===== src/rtl/pifo_rank_pkg.sv =====
// pifo_rank_pkg: shared rank types and the serial-number "later" compare used by the rankers
package pifo_rank_pkg;
    localparam int RANK_W = 16;
    localparam int FLOW_W = 8;
    localparam int WEIGHT_W = 8;
    typedef logic [RANK_W-1:0] rank_t;
    typedef logic [FLOW_W-1:0] flow_id_t;
    typedef logic [WEIGHT_W-1:0] weight_t;
    // a if a is at or after b in modulo-2^w serial order, else b; operands hold w significant bits
    function automatic logic [31:0] rank_later(input logic [31:0] a, input logic [31:0] b, input int unsigned w);
        logic [31:0] d;
        d = (a - b) >> (w - 1);
        return d[0] ? b : a;
    endfunction
endpackage


===== src/rtl/fallthrough_small_fifo.sv =====
// fallthrough_small_fifo: flop-based FIFO whose head is visible on dout without a read
module fallthrough_small_fifo #(
    parameter int WIDTH = 8,
    parameter int L2_DEPTH = 4
) (
    input  logic             clk,
    input  logic             rst,
    input  logic [WIDTH-1:0] din,
    input  logic             wr_en,
    input  logic             rd_en,
    output logic [WIDTH-1:0] dout,
    output logic             nearly_full,
    output logic             empty
);
    localparam int DEPTH = 1 << L2_DEPTH;
    logic [WIDTH-1:0] mem [DEPTH];
    logic [L2_DEPTH-1:0] wr_ptr, rd_ptr;
    logic [L2_DEPTH:0] count;
    logic wr, rd;
    assign wr = wr_en & (count != (L2_DEPTH+1)'(DEPTH));
    assign rd = rd_en & ~empty;
    assign dout = mem[rd_ptr];
    assign empty = count == '0;
    assign nearly_full = count >= (L2_DEPTH+1)'(DEPTH - 1);
    // pointer and occupancy bookkeeping; overflowing writes and empty reads are dropped
    always_ff @(posedge clk) begin
        if (rst) begin
            wr_ptr <= '0;
            rd_ptr <= '0;
            count <= '0;
        end else begin
            if (wr) begin
                mem[wr_ptr] <= din;
                wr_ptr <= wr_ptr + L2_DEPTH'(1);
            end
            if (rd) rd_ptr <= rd_ptr + L2_DEPTH'(1);
            count <= count + (L2_DEPTH+1)'(wr) - (L2_DEPTH+1)'(rd);
        end
    end
endmodule


===== src/rtl/wrr_rank_engine.sv =====
// wrr_rank_engine: per-flow weighted round-robin rank computer feeding the PIFO through an output FIFO
module wrr_rank_engine
    import pifo_rank_pkg::*;
#(
    parameter int NUM_FLOWS = 16,
    parameter int FLOW_ID_WIDTH = 8,
    parameter int WEIGHT_WIDTH = 8,
    parameter int RANK_WIDTH = 16,
    parameter int META_WIDTH = 16,
    parameter int OCC_WIDTH = 8,
    parameter int L2_FIFO_DEPTH = 4
) (
    input  logic                     clk,
    input  logic                     rst,
    input  logic                     ins_valid,
    output logic                     ins_ready,
    input  logic [FLOW_ID_WIDTH-1:0] ins_flow,
    input  logic [META_WIDTH-1:0]    ins_meta,
    input  logic                     cfg_wr,
    input  logic [FLOW_ID_WIDTH-1:0] cfg_flow,
    input  logic [WEIGHT_WIDTH-1:0]  cfg_weight,
    input  logic                     dep_valid,
    input  logic [FLOW_ID_WIDTH-1:0] dep_flow,
    input  logic [RANK_WIDTH-1:0]    dep_rank,
    output logic                     out_valid,
    input  logic                     out_rd,
    output logic [RANK_WIDTH-1:0]    out_rank,
    output logic [FLOW_ID_WIDTH-1:0] out_flow,
    output logic [META_WIDTH-1:0]    out_meta,
    output logic [FLOW_ID_WIDTH:0]   active_flows,
    output logic [1:0]               err
);
    localparam int IW = $clog2(NUM_FLOWS);
    localparam int FW = FLOW_ID_WIDTH + 1;
    localparam logic [FW-1:0] NF = FW'(NUM_FLOWS);
    localparam int DW = RANK_WIDTH + FLOW_ID_WIDTH + META_WIDTH;
    logic [RANK_WIDTH-1:0] rnd [NUM_FLOWS];
    logic [WEIGHT_WIDTH-1:0] crd [NUM_FLOWS];
    logic [WEIGHT_WIDTH-1:0] wgt [NUM_FLOWS];
    logic [OCC_WIDTH-1:0] occ [NUM_FLOWS];
    logic [RANK_WIDTH-1:0] cur_round, new_r;
    logic [WEIGHT_WIDTH-1:0] new_c;
    logic [IW-1:0] fi, ci, di;
    logic ins_ok, cfg_ok, dep_ok, ins_fire, ins_do, cfg_do, dep_do, dep_err, act, adv;
    logic nearly_full, empty;
    logic [DW-1:0] head;
    assign ins_ok = {1'b0, ins_flow} < NF;
    assign cfg_ok = {1'b0, cfg_flow} < NF;
    assign dep_ok = {1'b0, dep_flow} < NF;
    assign fi = ins_flow[IW-1:0];
    assign ci = cfg_flow[IW-1:0];
    assign di = dep_flow[IW-1:0];
    assign ins_ready = ~rst & ~nearly_full & (~ins_ok | (occ[fi] != '1));
    assign ins_fire = ins_valid & ins_ready;
    assign ins_do = ins_fire & ins_ok;
    assign cfg_do = cfg_wr & cfg_ok;
    assign dep_do = dep_valid & dep_ok;
    assign dep_err = dep_do & (occ[di] == '0);
    // rank/credit for the inserting flow: rejoin at the current round, or spend credit, or advance a round
    always_comb begin
        act = occ[fi] != '0;
        adv = crd[fi] >= wgt[fi];
        new_r = ~act ? RANK_WIDTH'(rank_later(32'(rnd[fi]), 32'(cur_round), RANK_WIDTH))
              : adv ? rnd[fi] + RANK_WIDTH'(1) : rnd[fi];
        new_c = (~act | adv) ? WEIGHT_WIDTH'(1) : crd[fi] + WEIGHT_WIDTH'(1);
    end
    // per-flow and global state update; a departure from an empty flow leaves occupancy at zero
    always_ff @(posedge clk) begin
        if (rst) begin
            for (int i = 0; i < NUM_FLOWS; i++) begin
                rnd[i] <= '0;
                crd[i] <= '0;
                occ[i] <= '0;
                wgt[i] <= WEIGHT_WIDTH'(1);
            end
            cur_round <= '0;
            err <= '0;
        end else begin
            if (ins_do) begin
                rnd[fi] <= new_r;
                crd[fi] <= new_c;
            end
            if (cfg_do) wgt[ci] <= (cfg_weight == '0) ? WEIGHT_WIDTH'(1) : cfg_weight;
            if (dep_do) cur_round <= dep_rank;
            for (int i = 0; i < NUM_FLOWS; i++)
                occ[i] <= occ[i] + OCC_WIDTH'(ins_do && fi == IW'(i))
                                 - OCC_WIDTH'(dep_do && di == IW'(i) && occ[i] != '0);
            err <= err | {dep_err, (ins_fire & ~ins_ok) | (cfg_wr & ~cfg_ok) | (dep_valid & ~dep_ok)};
        end
    end
    // number of flows with packets outstanding downstream
    always_comb begin
        active_flows = '0;
        for (int i = 0; i < NUM_FLOWS; i++)
            active_flows = active_flows + FW'(occ[i] != '0);
    end
    fallthrough_small_fifo #(.WIDTH(DW), .L2_DEPTH(L2_FIFO_DEPTH)) u_fifo (
        .clk(clk),
        .rst(rst),
        .din({new_r, ins_flow, ins_meta}),
        .wr_en(ins_do),
        .rd_en(out_rd),
        .dout(head),
        .nearly_full(nearly_full),
        .empty(empty)
    );
    assign {out_rank, out_flow, out_meta} = head;
    assign out_valid = ~empty;
endmodule


===== config.mk =====
export PLATFORM = sky130hd
export DESIGN_NAME = wrr_rank_engine
export DESIGN_NICKNAME = d
export VERILOG_FILES = /design/src/rtl/pifo_rank_pkg.sv /design/src/rtl/fallthrough_small_fifo.sv /design/src/rtl/wrr_rank_engine.sv
export SDC_FILE = /design/constraint.sdc
export NUM_CORES = 2
export LEC_CHECK = 0
export CORE_ASPECT_RATIO = 0.9
export CORE_MARGIN = 2
export CORE_UTILIZATION = 42
export CTS_CLUSTER_DIAMETER = 200
export DETAILED_ROUTE_END_ITERATION = 12
export SYNTH_ARGS = -nofsm -noshare
export SYNTH_HDL_FRONTEND = slang
export SYNTH_HIERARCHICAL = 1
export SYNTH_SLANG_ARGS = --single-unit

===== constraint.sdc =====
create_clock -name clk -period 14.5 [get_ports clk]
set_clock_uncertainty 0.15 [all_clocks]
set_input_delay 2.9 -clock clk [delete_from_list [all_inputs] [get_ports clk]]
set_output_delay 2.9 -clock clk [all_outputs]
set_load 0.005 [all_outputs]

# [Word-level counts from Yosys, hierarchy flattened]
# Memories as Yosys holds them, arrays and structs flattened. A register that Yosys moved wholly into a read port is not among the register bits.
# Cells that the tools add are included.
# W data, S select, Z words.
[totals] ramBits=1280 ff_bits=31 n_memories=5
[memory_table] name="u_fifo.mem" depth=16 word_bits=40 read_ports=1 rd_ports_with_merged_regs=1 wr=1 line="fallthrough_small_fifo.sv:16" source="logic [WIDTH-1:0] mem [DEPTH];"
[memory_table] name="rnd" depth=16 word_bits=16 read_ports=1 rd_ports_with_merged_regs=0 wr=16 line="wrr_rank_engine.sv:37" source="logic [RANK_WIDTH-1:0] rnd [NUM_FLOWS];"
[memory_table] name="crd" depth=16 word_bits=8 read_ports=1 rd_ports_with_merged_regs=0 wr=16 line="wrr_rank_engine.sv:38" source="logic [WEIGHT_WIDTH-1:0] crd [NUM_FLOWS];"
[memory_table] name="occ" depth=16 word_bits=8 read_ports=18 rd_ports_with_merged_regs=0 wr=16 line="wrr_rank_engine.sv:40" source="logic [OCC_WIDTH-1:0] occ [NUM_FLOWS];"
[memory_table] name="wgt" depth=16 word_bits=8 read_ports=1 rd_ports_with_merged_regs=0 wr=16 line="wrr_rank_engine.sv:39" source="logic [WEIGHT_WIDTH-1:0] wgt [NUM_FLOWS];"
[classes] n_reduce_logical=73 add_sub_neg=54 eq_ne=32 magnitude_cmp=5 bitwise_logic=40 muxes=44
[ops] operator="$mux W8" n=20
[ops] operator="$reduce_bool A8 Y1" n=17
[ops] operator="$add A8 B1 Y8" n=16
[ops] operator="$sub A8 B1 Y8" n=16
[ops] operator="$eq A4 B4 Y1 const B" n=16
[ops] operator="$mux W16" n=4
[ops] operator="$add A9 B1 Y9" n=7
[ops] operator="$logic_and A1 B1 Y1" n=48
[ops] operator="$eq A4 B3 Y1 const B" n=8
[ops] operator="$lt A8 B5 Y1 const B" n=3
[ops] operator="$mux W4" n=5
[ops] operator="$or A1 B1 Y1" n=20
[ops] operator="$add A16 B1 Y16 const B" n=1
[ops] operator="$eq A4 B2 Y1 const B" n=4
[ops] operator="$logic_not A8 Y1" n=2
[ops] operator="$reduce_or A16 Y1" n=1
[ops] operator="$reduce_or A8 Y1" n=2
[ops] operator="$sub A16 B16 Y16" n=1
[ops] operator="$mux W1" n=15
[ops] operator="$and A1 B1 Y1" n=12
[ops] operator="$add A8 B1 Y9" n=1
[ops] operator="$add A4 B1 Y4 const B" n=2
[ops] operator="$add A7 B1 Y8" n=1
[ops] operator="$add A8 B1 Y8 const B" n=1
[ops] operator="other kinds (17)" n=25

# [Longest topological paths before layout]
[depth] depth_word=16 mapped_depth=26

# [Cells and area by module]
# Netlist, hierarchy kept.
[by_module_without_submodules] mod="wrr_rank_engine" instances=1 cells_each=2874 area_each_um2=35123.7
[by_module_without_submodules] mod="fallthrough_small_fifo" instances=1 cells_each=1089 area_each_um2=25199.2

# [Worst setup path before layout]
# OpenSTA, ideal clock, no wires.
[synth_path] path_type="input to register" startpoint="input ins_flow[1]" endpoint="memory u_fifo/mem[0][37] (netlist name), data pin" arrival_time_ns=8.022 stages=22 setup_time_ns=0.277 n_path_buf=11 required_time_ns=14.073 slack_ns=6.051 cell_sequence="buf_6 > buf_12 > buf_6 > buf_2 > buf_4 > buf_2 > buf_2 > buf_1 > clkbuf_1 > mux4_2 > mux4_2 > inv_1 > ha_1 > nand3_1 > nor3_1 > o211ai_1 > or3_4 > or4_1 > and3_1 > buf_6 > buf_8 > nor2_1"
[synth_between] elab_chain_cells=4 word_cells_on_any_way=11
[synth_lines] element="from (decl)" line="wrr_rank_engine.sv:17" source="input logic [FLOW_ID_WIDTH-1:0] ins_flow,"
[synth_lines] element="$mem_v2 Z16 W16, or another cell as far along"
[synth_lines] element="$sub A16 B16 Y16, or another cell as far along" line="pifo_rank_pkg.sv:12" source="d = (a - b) >> (w - 1);"
[synth_lines] element="$mux W16 (on tied branches)" line="pifo_rank_pkg.sv:13, wrr_rank_engine.sv:64"
[synth_lines] element="$mux W16 *" line="wrr_rank_engine.sv:63" source="new_r = ~act ? RANK_WIDTH'(rank_later(32'(rnd[fi]), 32'(cur_round), RANK_WIDTH))"
[synth_lines] element="named net new_r[13]" line="wrr_rank_engine.sv:41" source="logic [RANK_WIDTH-1:0] cur_round, new_r;"
[synth_lines] element="to (decl)" line="fallthrough_small_fifo.sv:16"
# The timed path passes the listed nets; every way through them passes the cells marked *.

# [Worst setup path in the final report]
[layout_path] startpoint="input ins_flow[0]" endpoint="output ins_ready"
[layout_between] elab_chain_cells=4 word_cells_on_any_way=6
[layout_lines] element="$mem_v2 Z16 W8 / $lt A8 B5 Y1 (equally long branches)"
[layout_lines] element="$ne A8 B8 Y1 / $not A1 Y1 (equally long branches)" line="wrr_rank_engine.sv:53" source="assign ins_ready = ~rst & ~nearly_full & (~ins_ok | (occ[fi] != '1));"
[layout_lines] element="$or A1 B1 Y1 *" line="wrr_rank_engine.sv:53"
[layout_lines] element="$and A1 B1 Y1 *" line="wrr_rank_engine.sv:53"
[layout_lines] element="to (decl)" line="wrr_rank_engine.sv:16" source="output logic ins_ready,"
# Every way passes the cells marked *; elsewhere a longest branch is shown, timed or not.

==> impl_metrics.csv <==
group,metric,value,unit
placement,placed_instance_count,5830,
pwr,power.static_leakage,23.3,nW
setup_path,crit_slowest_cell,"sky130_fd_sc_hd__buf_4",
pwr,vdd_ir_drop_max,0.269,mV
clocking,post_cts_buffers,0,
pwr,power.share.sequential,39.6,%
die,die_area,0.147,mm^2
die,fp.dieW,403,um
die,num_rows,131,
synth,fraction_of_registers_with_async_set_or_reset_after_synthesis,0,%
timing,unrepaired_setup_endpoints_after_global_routing,"no",
cells_and_area,flow.area_growth_from_synthesis,13.0,%
synth,synth_area_leaders,"sky130_fd_sc_hd__edfxtp_1 (57%), sky130_fd_sc_hd__mux4_2 (9.6%), sky130_fd_sc_hd__dfxtp_1 (5.4%), sky130_fd_sc_hd__ha_1 (4.5%), sky130_fd_sc_hd__mux4_1 (3.6%)",
timing,slew_viol_final,0,
setup_path,critPathLaunchType,"primary input",
pwr,combPwrFrac,27.7,%
synth,prevailing_post_synth_register_cell,"sky130_fd_sc_hd__edfxtp_1",
cells_and_area,most-common-layout-cells,"sky130_fd_sc_hd__edfxtp_1 (1,152), sky130_fd_sc_hd__nor2_1 (534), sky130_fd_sc_hd__mux4_2 (256)",
setup_path,criticalPathCategory,"primary input to primary output",
timing,finalSetupViolCount,0,
timing,maxSlewHeadroom,21.4,%
grt,first_global_vias,34700,
setup_path,ff_to_ff_start,"wgt[2][0]$_SDFFCE_PN1P_",
timing,final_min_period_over_clock_period,64.6,%
clocking,cts_max_path_buffers,3,
cells_and_area,drive_gt1_share,16.3,%
setup_path,critPathMaxFanout,62,
synth,fraction_of_the_yosys_area_taken_by_sequential_cells,62.8,%
setup_path,startpoint,"ins_flow[0]",
synth,syn_area,0.0603,mm^2
cells_and_area,post_layout_nonfiller_instances,6083,
synth,synthesis.area_per_instance,15.2,um^2
grt,grt_overflow,0,
die,pin_count,123,
synth,yosys_warnings,6,
clocking,numCtsBuffers,139,
timing,tns,0,ns
setup_path,critical_path.cell_chain,"buf_8 -> buf_4 -> mux4_1 -> a22oi_1 -> nand2_1 -> nand4_1 -> o31a_1 -> clkdlybuf4s50_1",
synth,post_synth_inst_count,3963,
setup_path,slowest_delay,0.82,ns
detailed_routing,drc_errors,0,
detailed_routing,average_wire_per_cell_in_the_routed_design,25.5,um
detailed_routing,route.final.wire_length,155000,um
setup_path,setup.worst_path.end_class,"primary output",
die,floorplan.initialDensity,42.4,%
clocking,cts.htree.levels,4,
clocking,worstSkewPairLatency,0.78,ns
placement,numPortBuffers,118,
min_path,min-delay-path-class,"flop to flop",
outcome,outcome,"completed",
die,floorplan.core_area,0.142,mm^2
pwr,pwr-share-clk,32.7,%
die,floorplan.die.height,364,um
pwr,power_density,165,mW/mm^2
synth,synth-seq-cells,1315,
setup_path,crit_path_required_time,11.45,ns
clocking,clock_tree.root_cell,"sky130_fd_sc_hd__clkbuf_16",
cells_and_area,layout_commonest_cell,"sky130_fd_sc_hd__edfxtp_1",
detailed_routing,final_antenna_net_count,0,
pwr,p_int,0.00801,W
timing,minimum_clock_period,9.36,ns
placement,dp_hpwl,91700,um
pwr,net_switching,0.00327,W
synth,number_of_enable_flip_flop_cells_after_synthesis,1152,
pwr,p_sw_share,29.0,%
synth,synthDominantAreaCellType,"sky130_fd_sc_hd__edfxtp_1",
synth,synthDominantCellAreaShare,57.3,%
clocking,cts-resized-gates,0,
grt,grt_pass1_wl,230000,um
detailed_routing,routed-via-count,34700,
detailed_routing,dr.pass1.iters,6,
clocking,cts.sink_count,1315,
clocking,tritoncts,"built",
grt,grt_start_max_net_pins,118,
grt,antenna_violations_before_repair,3,
detailed_routing,drtIter0Drc,3603,
grt,globalRouteTotalUtil,21.3,%
timing,final_hold_viol_count,0,
cells_and_area,finalNetCount,4425,
detailed_routing,vias_per_cell,5.71,
placement,gpl.final_weighted_congestion,0.866,
timing,fmaxAchievable,107,MHz
min_path,startpoint_of_the_most_critical_hold_path,"cur_round[9]$_SDFFE_PP0P_",
clocking,postCtsHoldBufs,0,
timing,tightest_slew,1.16,ns
synth,yosys.cell_types.count,82,
job,drv.max_cap_violation_count,0,
setup_path,worst_ep_arrival_time,6.31,ns
clocking,clkSlewWorstSetupHoldPaths,0.05,ns
## power groups by stage
stage / logic, W / registers, W / clock network (W)
CTS: 0.00316 / 0.00446 / 0.00376
detailed placement: 0.00316 / 0.00454 / 0
floorplan: 0.00211 / 0.00446 / 0
finish: 0.00312 / 0.00446 / 0.00369
global placement: 0.00314 / 0.00454 / 0
global route: 0.00347 / 0.00448 / 0.00391
## sequential cells by signal, indices dropped and copies added (netlist names), named ones only
name and count:
u_fifo/mem 640, u_fifo/count 5, rnd 256, u_fifo/wr_ptr 4
err 2, crd 128, cur_round 16, u_fifo/rd_ptr 4
occ 128, wgt 128
## through the flow
stage / utilization (%) / setup slack, ns / hold slack [ns] / total power, W / instance area, um^2
6_report: 48.0 / 5.14 / 0.305 / 0.0113 / 68200
5_1_grt: 48.0 / 4.91 / 0.342 / 0.0119 / 68200
4_1_cts: 48.0 / 5.10 / 0.307 / 0.0114 / 68200
3_5_place_dp: 44.6 / 5.14 / 0.300 / 0.00770 / 63400
3_3_place_gp: 44.6 / 5.14 / 0.295 / 0.00768 / 63400
2_1_floorplan: - / 6.05 / 0.286 / 0.00657 / 60300
## cell families (layout without fill, tap and decap cells)
| group | count (synthesis) | in the layout | synth area share (%) |
|---|---|---|---|
| AO/OA/AOI/OAI | 347 | 347 | 4.07 |
| other | 1 | 5 | 0.00622 |
| adder cells (fa/ha/maj) | 246 | 246 | 5.44 |
| XOR/XNOR | 116 | 116 | 1.72 |
| multiplexers | 361 | 361 | 13.6 |
| AND/OR/NAND/NOR | 1108 | 1108 | 8.66 |
| flip-flops | 1315 | 1315 | 62.8 |
| buffers and inverters | 469 | 723 | 3.80 |
## worst paths after layout
path	to	slack, ns	depth (start not counted)
setup reg to reg	u_fifo/mem[7][37]$_DFFE_PP_	8.97	11
setup / recovery	ins_ready	5.14	8
hold reg to reg	cur_round[9]$_SDFFE_PP0P_	0.31	2
hold / removal	cur_round[9]$_SDFFE_PP0P_	0.31	2
## synth_stat cells, types with 5 or more instances
library cell	n
sky130_fd_sc_hd__nor2_2	9
sky130_fd_sc_hd__nand2_1	135
sky130_fd_sc_hd__buf_12	14
sky130_fd_sc_hd__buf_4	14
sky130_fd_sc_hd__mux2i_1	15
sky130_fd_sc_hd__buf_2	47
sky130_fd_sc_hd__edfxtp_1	1152
sky130_fd_sc_hd__inv_1	244
sky130_fd_sc_hd__or2_2	18
sky130_fd_sc_hd__nor3_2	10
sky130_fd_sc_hd__nand4_1	22
sky130_fd_sc_hd__and3_1	6
sky130_fd_sc_hd__and4_1	5
sky130_fd_sc_hd__nor2_1	536
sky130_fd_sc_hd__nor3_1	75
sky130_fd_sc_hd__dfxtp_1	163
sky130_fd_sc_hd__xor2_1	37
sky130_fd_sc_hd__a21oi_1	110
sky130_fd_sc_hd__nand2_2	5
sky130_fd_sc_hd__o21bai_1	48
sky130_fd_sc_hd__nor2b_1	28
sky130_fd_sc_hd__nor4_1	25
sky130_fd_sc_hd__nand3_1	47
sky130_fd_sc_hd__ha_1	219
sky130_fd_sc_hd__mux4_2	256
sky130_fd_sc_hd__nand2b_1	23
sky130_fd_sc_hd__a22oi_1	119
sky130_fd_sc_hd__buf_6	21
sky130_fd_sc_hd__a21o_1	19
sky130_fd_sc_hd__fa_1	27
sky130_fd_sc_hd__clkbuf_1	110
sky130_fd_sc_hd__mux2_2	6
sky130_fd_sc_hd__and2_1	134
sky130_fd_sc_hd__nand3b_1	6
sky130_fd_sc_hd__buf_1	9
sky130_fd_sc_hd__mux4_1	82
sky130_fd_sc_hd__inv_2	7
sky130_fd_sc_hd__o211ai_1	5
sky130_fd_sc_hd__xnor2_1	76
## final cells by class
cell class / instances / area, um^2
clock inverter: 78 / 930
inverter: 251 / 942
timing repair buffer: 220 / 1960
sequential: 1315 / 37900
antenna: 1 / 2.50
clock buffer: 174 / 3860
multi-input combinational: 2182 / 20300
fill: 12000 / 74000
tap: 1862 / 2330
## routing by layer
metal / part of all wire, % / up-vias / GRT usage (%) / routed length (um)
met4: 1.9 / 0 / 5.38 / 2910
li1: - / 15200 / - / -
met3: 8.3 / 199 / 4.47 / 12900
met2: 46 / 1427 / 33.3 / 71900
met1: 44 / 17900 / 30.5 / 67700
met5: 0 / - / 0 / 0
## critical path: cells and delay by family
kind,cells,cell delay (ns)
compound gates,2,0.45
buf+inv,3,1.86
mux,1,0.69
simple gates,2,0.23
Note: power is estimated with default switching activity, not from simulation.
